`config.mk`:
```
export PLATFORM = sky130hd
export DESIGN_NAME = axi_lite_initiator
export DESIGN_NICKNAME = d
export VERILOG_FILES = /design/src/rtl/axi_pkg.sv /design/src/rtl/axi_lite_initiator.sv
export SDC_FILE = /design/constraint.sdc
export NUM_CORES = 1
export LEC_CHECK = 0
export BUFFER_PORTS_ARGS = -buffer_cell sky130_fd_sc_hd__buf_2
export CORE_ASPECT_RATIO = 1.75
export CORE_MARGIN = 5
export CORE_UTILIZATION = 47
export CTS_CLUSTER_DIAMETER = 200
export DETAILED_ROUTE_END_ITERATION = 8
export GPL_TIMING_DRIVEN = 0
export HOLD_SLACK_MARGIN = 0.08
export PLACE_DENSITY = 0.95
export SLEW_MARGIN = 20
export SYNTH_ARGS = -nofsm -noshare
export SYNTH_HDL_FRONTEND = slang
export SYNTH_SLANG_ARGS = --single-unit
```
`constraint.sdc`:
```
create_clock -name a_clk -period 3.6 [get_ports a_clk]
set_clock_uncertainty 0.15 [all_clocks]
set_input_delay 0.54 -clock a_clk [delete_from_list [all_inputs] [get_ports a_clk]]
set_output_delay 0.54 -clock a_clk [all_outputs]
set_load 0.02 [all_outputs]
```
`src/rtl/axi_pkg.sv`:
```
// Shared AXI-Lite definitions: response codes, initiator FSM states and fixed bus widths.
package axi_pkg;

    localparam int ADDR_W = 32;
    localparam int DATA_W = 32;
    localparam int STRB_W = 4;

    typedef enum logic [1:0] {
        OKAY   = 2'b00,
        EXOKAY = 2'b01,
        SLVERR = 2'b10,
        DECERR = 2'b11
    } resp_t;

    typedef enum logic [2:0] {
        IDLE    = 3'd0,
        WR_REQ  = 3'd1,
        WR_RESP = 3'd2,
        RD_REQ  = 3'd3,
        RD_RESP = 3'd4,
        RSP     = 3'd5
    } init_state_t;

endpackage

```
`src/rtl/axi_lite_initiator.sv`:
```
// Single-outstanding AXI-Lite initiator: one command in, one AW/W/B or AR/R exchange, one response out.
// Optional macro AXI_LITE_INITIATOR_ALIGN_CHECK_EN rejects misaligned commands with SLVERR without touching the bus.
module axi_lite_initiator
    import axi_pkg::*;
(
    input  logic              a_clk,
    input  logic              a_reset,

    input  logic              cmd_valid,
    output logic              cmd_ready,
    input  logic              cmd_write,
    input  logic [ADDR_W-1:0] cmd_addr,
    input  logic [DATA_W-1:0] cmd_wdata,
    input  logic [STRB_W-1:0] cmd_wstrb,

    output logic              rsp_valid,
    input  logic              rsp_ready,
    output logic              rsp_write,
    output logic [DATA_W-1:0] rsp_rdata,
    output logic [1:0]        rsp_resp,

    output logic              aw_valid,
    input  logic              aw_ready,
    output logic [ADDR_W-1:0] aw_addr,

    output logic              w_valid,
    input  logic              w_ready,
    output logic [DATA_W-1:0] w_data,
    output logic [STRB_W-1:0] w_strb,

    input  logic              b_valid,
    output logic              b_ready,
    input  logic [1:0]        b_resp,

    output logic              ar_valid,
    input  logic              ar_ready,
    output logic [ADDR_W-1:0] ar_addr,

    input  logic              r_valid,
    output logic              r_ready,
    input  logic [DATA_W-1:0] r_data,
    input  logic [1:0]        r_resp
);

    init_state_t       state;
    init_state_t       state_next;

    logic              aw_done;
    logic              w_done;
    logic [ADDR_W-1:0] addr_q;
    logic [DATA_W-1:0] wdata_q;
    logic [STRB_W-1:0] wstrb_q;
    logic              write_q;
    logic [DATA_W-1:0] rdata_q;
    resp_t             resp_q;

    logic              cmd_hs;
    logic              aw_hs;
    logic              w_hs;
    logic              b_hs;
    logic              ar_hs;
    logic              r_hs;
    logic              rsp_hs;
    logic              misaligned;

`ifdef AXI_LITE_INITIATOR_ALIGN_CHECK_EN
    assign misaligned = (cmd_addr[1:0] != 2'b00);
`else
    assign misaligned = 1'b0;
`endif

    // Every output is decoded from registered state; only cmd_ready also sees the reset.
    assign cmd_ready = (state == IDLE) && !a_reset;
    assign aw_valid  = (state == WR_REQ) && !aw_done;
    assign w_valid   = (state == WR_REQ) && !w_done;
    assign b_ready   = (state == WR_RESP);
    assign ar_valid  = (state == RD_REQ);
    assign r_ready   = (state == RD_RESP);
    assign rsp_valid = (state == RSP);

    assign aw_addr   = addr_q;
    assign ar_addr   = addr_q;
    assign w_data    = wdata_q;
    assign w_strb    = wstrb_q;
    assign rsp_write = write_q;
    assign rsp_rdata = rdata_q;
    assign rsp_resp  = resp_q;

    assign cmd_hs = cmd_valid && cmd_ready;
    assign aw_hs  = aw_valid && aw_ready;
    assign w_hs   = w_valid && w_ready;
    assign b_hs   = b_valid && b_ready;
    assign ar_hs  = ar_valid && ar_ready;
    assign r_hs   = r_valid && r_ready;
    assign rsp_hs = rsp_valid && rsp_ready;

    always_ff @(posedge a_clk) begin
        if (a_reset) begin
            state <= IDLE;
        end else begin
            state <= state_next;
        end
    end

    // AW and W complete independently, so each half of the write is remembered until both are in.
    always_ff @(posedge a_clk) begin
        if (a_reset) begin
            aw_done <= 1'b0;
            w_done  <= 1'b0;
        end else if (cmd_hs) begin
            aw_done <= 1'b0;
            w_done  <= 1'b0;
        end else if (state == WR_REQ) begin
            if (aw_hs) begin
                aw_done <= 1'b1;
            end
            if (w_hs) begin
                w_done <= 1'b1;
            end
        end
    end

    always_ff @(posedge a_clk) begin
        if (a_reset) begin
            addr_q  <= '0;
            wdata_q <= '0;
            wstrb_q <= '0;
            write_q <= 1'b0;
            rdata_q <= '0;
            resp_q  <= OKAY;
        end else begin
            if (cmd_hs) begin
                addr_q  <= cmd_addr;
                wdata_q <= cmd_wdata;
                wstrb_q <= cmd_wstrb;
                write_q <= cmd_write;
                if (misaligned) begin
                    rdata_q <= '0;
                    resp_q  <= SLVERR;
                end
            end
            if (b_hs) begin
                rdata_q <= '0;
                resp_q  <= resp_t'(b_resp);
            end
            if (r_hs) begin
                rdata_q <= r_data;
                resp_q  <= resp_t'(r_resp);
            end
        end
    end

    always_comb begin
        state_next = state;
        case (state)
            IDLE: begin
                if (cmd_hs) begin
                    if (misaligned) begin
                        state_next = RSP;
                    end else if (cmd_write) begin
                        state_next = WR_REQ;
                    end else begin
                        state_next = RD_REQ;
                    end
                end
            end
            WR_REQ: begin
                if ((aw_done || aw_hs) && (w_done || w_hs)) begin
                    state_next = WR_RESP;
                end
            end
            WR_RESP: begin
                if (b_hs) begin
                    state_next = RSP;
                end
            end
            RD_REQ: begin
                if (ar_hs) begin
                    state_next = RD_RESP;
                end
            end
            RD_RESP: begin
                if (r_hs) begin
                    state_next = RSP;
                end
            end
            RSP: begin
                if (rsp_hs) begin
                    state_next = IDLE;
                end
            end
            default: begin
                state_next = IDLE;
            end
        endcase
    end

endmodule

```
* Word-level counts from Yosys, hierarchy flattened
Cells that the tools add are included.
Word-level totals: register bits after elaboration 108, input port bits 114, output and inout bits 142, word-level logic and storage cells 54
Operators by class: eq/ne operators 11, multiplexer cells 12, reductions and logical operators 22
Operator list (number):
- 32-bit 2-to-1 mux | 2
- 3-bit 2-to-1 mux | 6
- 3-bit case mux with 6 select lines | 1
- 1-bit logical AND | 11
- 2-bit by 1-bit inequality test with 1-bit output, second input constant | 5
- 3-bit by 2-bit equality test with 1-bit output, second input constant | 2
- 3-bit equality test, second input constant | 2
- 2-bit 2-to-1 mux | 3
- 6-bit AND reduction | 1
- 2-bit AND reduction | 2
- 3-bit by 1-bit equality test with 1-bit output, second input constant | 1
- 1-bit zero test | 3
- 3-bit zero test | 1
- 1-bit logical OR | 2
- 2-bit inequality test, second input constant | 1
- 2-bit nonzero test | 1
- 2-bit OR reduction | 1

* Depth between registers and ports, before layout
Gate-level depths: netlist of run 1.
depth in word-level cells 7, mapped depth 6, mapped depth without buffers 4

* Worst setup path before layout of run 1
No wires, ideal clock.
path kind register to output, start reg state[0], end out aw_valid, data arrival time 1.303 ns, data required time 2.910 ns, path slack 1.607 ns, cell stages (with the launch flop) 5, buffers on the path 1, cells stage by stage dfxtp_1 -> buf_6 -> inv_1 -> or3_1 -> nor2_1
Between the ends: word-level cells in the longest chain between the ends 2
Ends and longest elaborated chain:
- start: declaration | RTL line axi_lite_initiator.sv:45 | init_state_t state;
- start signal: assignment | RTL line axi_lite_initiator.sv:101 | state <= state_next;
- 3-bit by 1-bit equality test with 1-bit output | RTL line axi_lite_initiator.sv:74 | assign aw_valid = (state == WR_REQ) && !aw_done;
- 1-bit logical AND | RTL line axi_lite_initiator.sv:74
- end: declaration | RTL line axi_lite_initiator.sv:22 | output logic aw_valid,
No other way between the ends.

* Worst setup path in the final report of run 1
Same ends and word-level chain as after synthesis.

==> results of run 1 <==
[how the worst min path moves through the flow]
stage                 startpoint     endpoint  slack [ns]  depth (start not counted)
floorplan                 w_done       w_done        0.35                          2
global placement      w_data[13]   w_data[13]        0.31                          2
detailed placement     w_data[0]    w_data[0]        0.31                          2
CTS                 cmd_addr[25]  ar_addr[25]        0.22                          3
global route        cmd_addr[15]  ar_addr[15]        0.22                          3
finish              cmd_addr[27]  ar_addr[27]        0.23                          3
[registers in the layout, summed over array words and instances, names as in the netlist]
signal / flops
aw_done: 1
rsp_resp: 2
rsp_rdata: 32
w_data: 32
w_done: 1
state: 3
rsp_write: 1
w_strb: 4
ar_addr: 32
[layer usage]
layer	vias to the layer above	global-route usage (%)	part of all wire (%)
met4	0	7.27	1.7
met5	-	0	0
li1	2152	-	-
met2	166	42.6	54
met1	2038	23.4	38
met3	18	5.57	6.2
[worst max-delay path, stage by stage, from the launching register on]
cell	delay (ns)
dfxtp_1	0.50
buf_6	0.20
inv_1	0.06
or3_1	0.39
nor2_1	0.12
buf_2	0.18
[area by class of cell]
cell class	count	area [sq um]
Inverter	4	15.0
Multi-Input combinational cell	319	1730
Fill cell	778	3000
Clock buffer	9	225
Sequential cell	108	2160
Timing Repair Buffer	255	1280
Buffer	69	465
Tap cell	120	150
Clock inverter	7	70.1
[cells in the mapped netlist (2+ instances only)]
| cell type | n | share of area (%) |
|---|---|---|
| a211oi_1 | 2 | 0.34 |
| buf_4 | 44 | 7.6 |
| a22oi_1 | 32 | 5.5 |
| nand3b_1 | 71 | 12 |
| nand2_1 | 143 | 12 |
| nor3_1 | 3 | 0.34 |
| inv_1 | 4 | 0.34 |
| buf_6 | 5 | 1.3 |
| and2_1 | 4 | 0.57 |
| clkbuf_1 | 16 | 1.4 |
| mux2i_1 | 3 | 0.69 |
| a21oi_1 | 3 | 0.34 |
| buf_2 | 3 | 0.34 |
| dfxtp_1 | 108 | 49 |
| nand2b_1 | 2 | 0.29 |
| nor2_1 | 39 | 3.4 |
[cells by family after synthesis]
logic type / count (synthesis) / share of synthesized area (%)
buffers and inverters: 73 / 11.0
and+or+nand+nor: 271 / 31.1
AOI/OAI and AO/OA: 45 / 7.71
muxes: 3 / 0.688
DFF: 108 / 49.5
[per-stage QoR]
step	hold slack [ns]	std cells	power [W]	setup slack, ns	utilization [%]
global route	0.224	891	0.00437	1.02	67.0
global placement	0.305	875	0.00317	1.49	63.7
detailed placement	0.309	875	0.00322	1.48	63.7
floorplan	0.346	500	0.00265	1.61	-
CTS	0.215	891	0.00418	1.10	67.0
finish	0.229	891	0.00414	1.13	67.0
[power groups by stage]
| stage | registers (W) | clock network, W | logic, W |
|---|---|---|---|
| 2_1_floorplan | 0.00185 | 0 | 0.000801 |
| 3_3_place_gp | 0.00160 | 0 | 0.00157 |
| 3_5_place_dp | 0.00161 | 0 | 0.00160 |
| 4_1_cts | 0.00159 | 0.000979 | 0.00161 |
| 5_1_grt | 0.00162 | 0.00103 | 0.00172 |
| 6_report | 0.00159 | 0.000962 | 0.00159 |
==> metrics, run 1 <==
CTS tree built; Final Hold Fails 0; CORE AREA 9090 sq um; global-route wire length before repair 20800 um; R2R setup slack 1.86 ns; unrepaired setup endpoints after global routing no; final period utilization 68.7%; row count 46; Power Density 680 nW/um^2; Synth Instances 500; peak supply drop 0.000415 V; pins over their slew limit 0; DR WL/cell 15.0 um; Int Power 0.00253 W; area of placed instances 5790 sq um; Initial DRC Count 177; Critical Path RT 2.91 ns; largest net degree at the start of global routing 21; clk_lat worst skew 0.33 ns; Synth Register Bits 108; clock-pin transition on the worst setup and hold timing paths 0.08 ns; layout cells sized above 1 42.3%; Avg Cell Area, Syn 8.74 sq um; Post-synth top flop dfxtp_1; die area 11400 sq um; final wirelength 13300 um; initial antenna violation count 0; sequential power share 38.4%; Post-synth EDFFs 0; syn nets 614; Setup Viol. Count Final 0; post_cts resized 0; setup_tns 0 ns; critical path launch point type flip-flop; Antenna Violating Nets Remaining 0; worst setup path class flip-flop to output pin; Hold WC Path Type input pin to flip-flop; DRT Pass-1 Iters 4; Worst Setup EP aw_valid; Root Driver clkbuf_16; H-tree lvl count 3; power share of the clock group 23.2%; DRC errors left 0; DP HPWL 10500 um; Distinct cells, synth 34; vias in the first global route 4427; Pleak 3.32 nW; Die H 138 um; synthesis-to-layout area growth 39.4%; most frequent cells in the layout buf_2 (258), nand2_1 (143), dfxtp_1 (108); antenna cell count 0; via count of the routed design 4374; Buffers on Ports 255; IO Pins 256; FMAX 404 MHz; All-Layer GR Usage 22.2%; worst r2r path cells 6; Worst setup EP type output pin; CTS Buf Count 9; status finished clean; headroom to the max-slew limit 66.0%; GP Congestion 0.863; grt ovf 0; number of setup buffers added after CTS 0; Post-Synthesis Cell Area 4370 sq um; post-synthesis async set-or-reset flop share 0%; worst path arrival time 1.78 ns; Max Fanout on Critical Path 10; # clock sinks 108; capturing point of the worst reg2reg path w_data[20]; RR Startpoint state[0]; Sw Share 38.8%; CP Launch Point state[0]; Gate power share 38.4%; post-route cell area 6090 sq um; min cycle time layout 2.47 ns; most common cell after layout, fill and taps aside buf_2; hold buffers post-CTS 0; Starting Density 48.0%; final net count 880; die width 82.9 um; MaxCap Viol Count 0; Ys Warns 0; CTS Buffer Depth 2; register area share after synthesis 49.5%; Via density 4.91; Slew @ Worst Pin 0.510 ns; Psw 0.00161 W
(Power assumes the default switching activity.)
==> run 2: changes to the inputs <==
Settings changed: CORE_UTILIZATION 47 to 44, PLACE_DENSITY 0.95 to 0.91.
Clock period 3.6 ns to 2.5 ns, I/O delays scaled along.
==> run 2 against run 1 <==
  * Non-clock buffer count up 63
  * Setup slack got worse by 0.94 ns
  * First-iteration DRC count fell by 28%
  * Power grew 46%
  * Critical path depth stayed put
  * Critical path type unchanged
  * Largest power group is now combinational logic
==> metrics, run 2 (synthesis results as in run 1) <==
Bufs and invs on worst path 3 (unchanged); clk_lat worst skew 0.33 ns (about the same); CP peak stage delay 0.50 ns (about the same); Setup Viol. Count Final 0 (unchanged); DRC errors left 0 (unchanged); post_cts resized 0 (unchanged); Int Power 0.00372 W (+47%); Root Driver clkbuf_16; Pleak 3.57 nW (+7.6%); pins over their slew limit 0 (unchanged); post-layout util 68.5% (+1.6 points); antenna cell count 0 (unchanged); CTS Buffer Depth 2 (unchanged); largest net degree at the start of global routing 18 (-14%); status finished clean; Gate power share 39.8% (+1.4 points); Hold Path End w_data[14]; min cycle time layout 2.31 ns; final wirelength 15100 um (+13%); capturing point of the worst reg2reg path w_data[17]; die area 12100 sq um (+6.1%); synthesis-to-layout area growth 53.6%; Critical Path RT 1.98 ns (-0.93 ns); most frequent cells in the layout buf_2 (258), nand2_1 (143), dfxtp_1 (108); Final Hold Fails 0 (unchanged); Antenna Violating Nets Remaining 0 (unchanged); power share of the clock group 22.3% (-0.9 points); die width 85.3 um (+2.9%); DR WL/cell 15.7 um (+4.9%); initial antenna violation count 0 (unchanged); peak supply drop 0.000624 V (+50%); Starting Density 44.6% (-3.4 points); Buffers on Ports 255 (unchanged); CORE AREA 9790 sq um (+7.7%); clock-pin transition on the worst setup and hold timing paths 0.07 ns (about the same); FMAX 433 MHz; MaxCap Viol Count 0 (unchanged); CTS Buf Count 9 (unchanged); DP HPWL 10600 um (+0.40%); final net count 943 (+7.2%); Slew @ Worst Pin 0.518 ns (+0.00775 ns); Via density 4.93 (+0.39%); Power Density 901 nW/um^2 (+32%); GP Congestion 0.873 (+1.2%); Worst setup EP type output pin; Sw Share 38.5% (-0.34 points); DRT Pass-1 Iters 4 (unchanged); vias in the first global route 4821 (+8.9%); sequential power share 37.9% (-0.5 points); row count 48 (+4.3%); Max Fanout on Critical Path 10 (unchanged); Hold Crit Depth 3 (unchanged); global-route wire length before repair 23700 um (+14%); Psw 0.00233 W (+45%); headroom to the max-slew limit 65.5% (-0.52 points); final period utilization 92.4%; # clock sinks 108 (unchanged); Hold WC Path Type input pin to flip-flop; most common cell after layout, fill and taps aside buf_2; grt ovf 0 (unchanged); via count of the routed design 4726 (+8.0%); RR Startpoint state[0]; # fillers 772 (-0.77%); worst r2r path cells 6 (unchanged); critical path launch point type flip-flop; crit path max-delay cell type dfxtp_1; hold path start cmd_wdata[14]; worst setup path class flip-flop to output pin; worst path arrival time 1.79 ns (about the same); All-Layer GR Usage 24.1% (+1.9 points); CTS tree built; crit-path cells buf_6 > inv_1 > or3_1 > nor2_1 > buf_2; H-tree lvl count 3 (unchanged); Die H 142 um (+3.1%); unrepaired setup endpoints after global routing no; R2R setup slack 0.70 ns (-1.16 ns); layout cells sized above 1 39.0% (-3.3 points); Initial DRC Count 128 (-28%); Crit path max-delay family simple AND/OR/NAND/NOR gates; IO Pins 256 (unchanged); setup_tns 0 ns (unchanged)
[run 2: timing repair]
| item | CTS | global route |
|---|---|---|
| setup buffers | 0 | 0 |
| hold buffers | 63 | 0 |
| hold endpoints to repair | 63 | 0 |
[run 2: routing by layer]
layer  up-vias  wire length [um]  share of wire, %  GRT usage, %
li1       2281                 -                 -             -
met1      2200              5580                37          25.9
met4         0               606               4.0          11.5
met3        47              1100               7.3          5.98
met2       198              7790                52          43.4
met5         -                 0                 0             0
[run 2: power by group through the flow]
stage / combinational [W] / sequential (W) / clock [W]
final: 0.00241 / 0.00229 / 0.00135
after global routing: 0.00260 / 0.00233 / 0.00145
after CTS: 0.00240 / 0.00229 / 0.00137
after detailed placement: 0.00232 / 0.00232 / 0
after global placement: 0.00227 / 0.00231 / 0
after floorplan: 0.00115 / 0.00267 / 0
[run 2: worst min-delay path: cells and delay by family]
family | cells | cell delay, ns
and+or+nand+nor | 2 | 0.10
buffers and inverters | 1 | 0.07
[run 2: worst max path at each step]
stage	from	to	depth (start not counted)
floorplan	state[0]	aw_valid	4
global placement	state[0]	aw_valid	5
detailed placement	state[0]	aw_valid	5
CTS	state[0]	aw_valid	5
global route	state[0]	aw_valid	5
finish	state[0]	aw_valid	5
[run 2: metrics by stage]
step	hold WS, ns	instance area [sq um]	instances	setup WS [ns]	total power (W)
final	0.0986	6710	959	0.190	0.00605
after global routing	0.0916	6710	959	0.117	0.00638
after CTS	0.0850	6710	959	0.172	0.00606
after detailed placement	0.311	5800	880	0.546	0.00464
after global placement	0.306	5800	880	0.584	0.00458
after floorplan	0.324	4370	500	0.672	0.00382
[run 2: cell type report]
type / count / area, sq um / share of cell area [%]
clock buffer: 11 / 243 / 3.62
multi-input combinational: 319 / 1730 / 25.7
sequential: 108 / 2160 / 32.2
clock inverter: 5 / 35.0 / 0.522
timing repair buffer: 318 / 1910 / 28.4
inverter: 4 / 15.0 / 0.224
tap: 125 / 156 / 2.33
buffer: 69 / 465 / 6.94
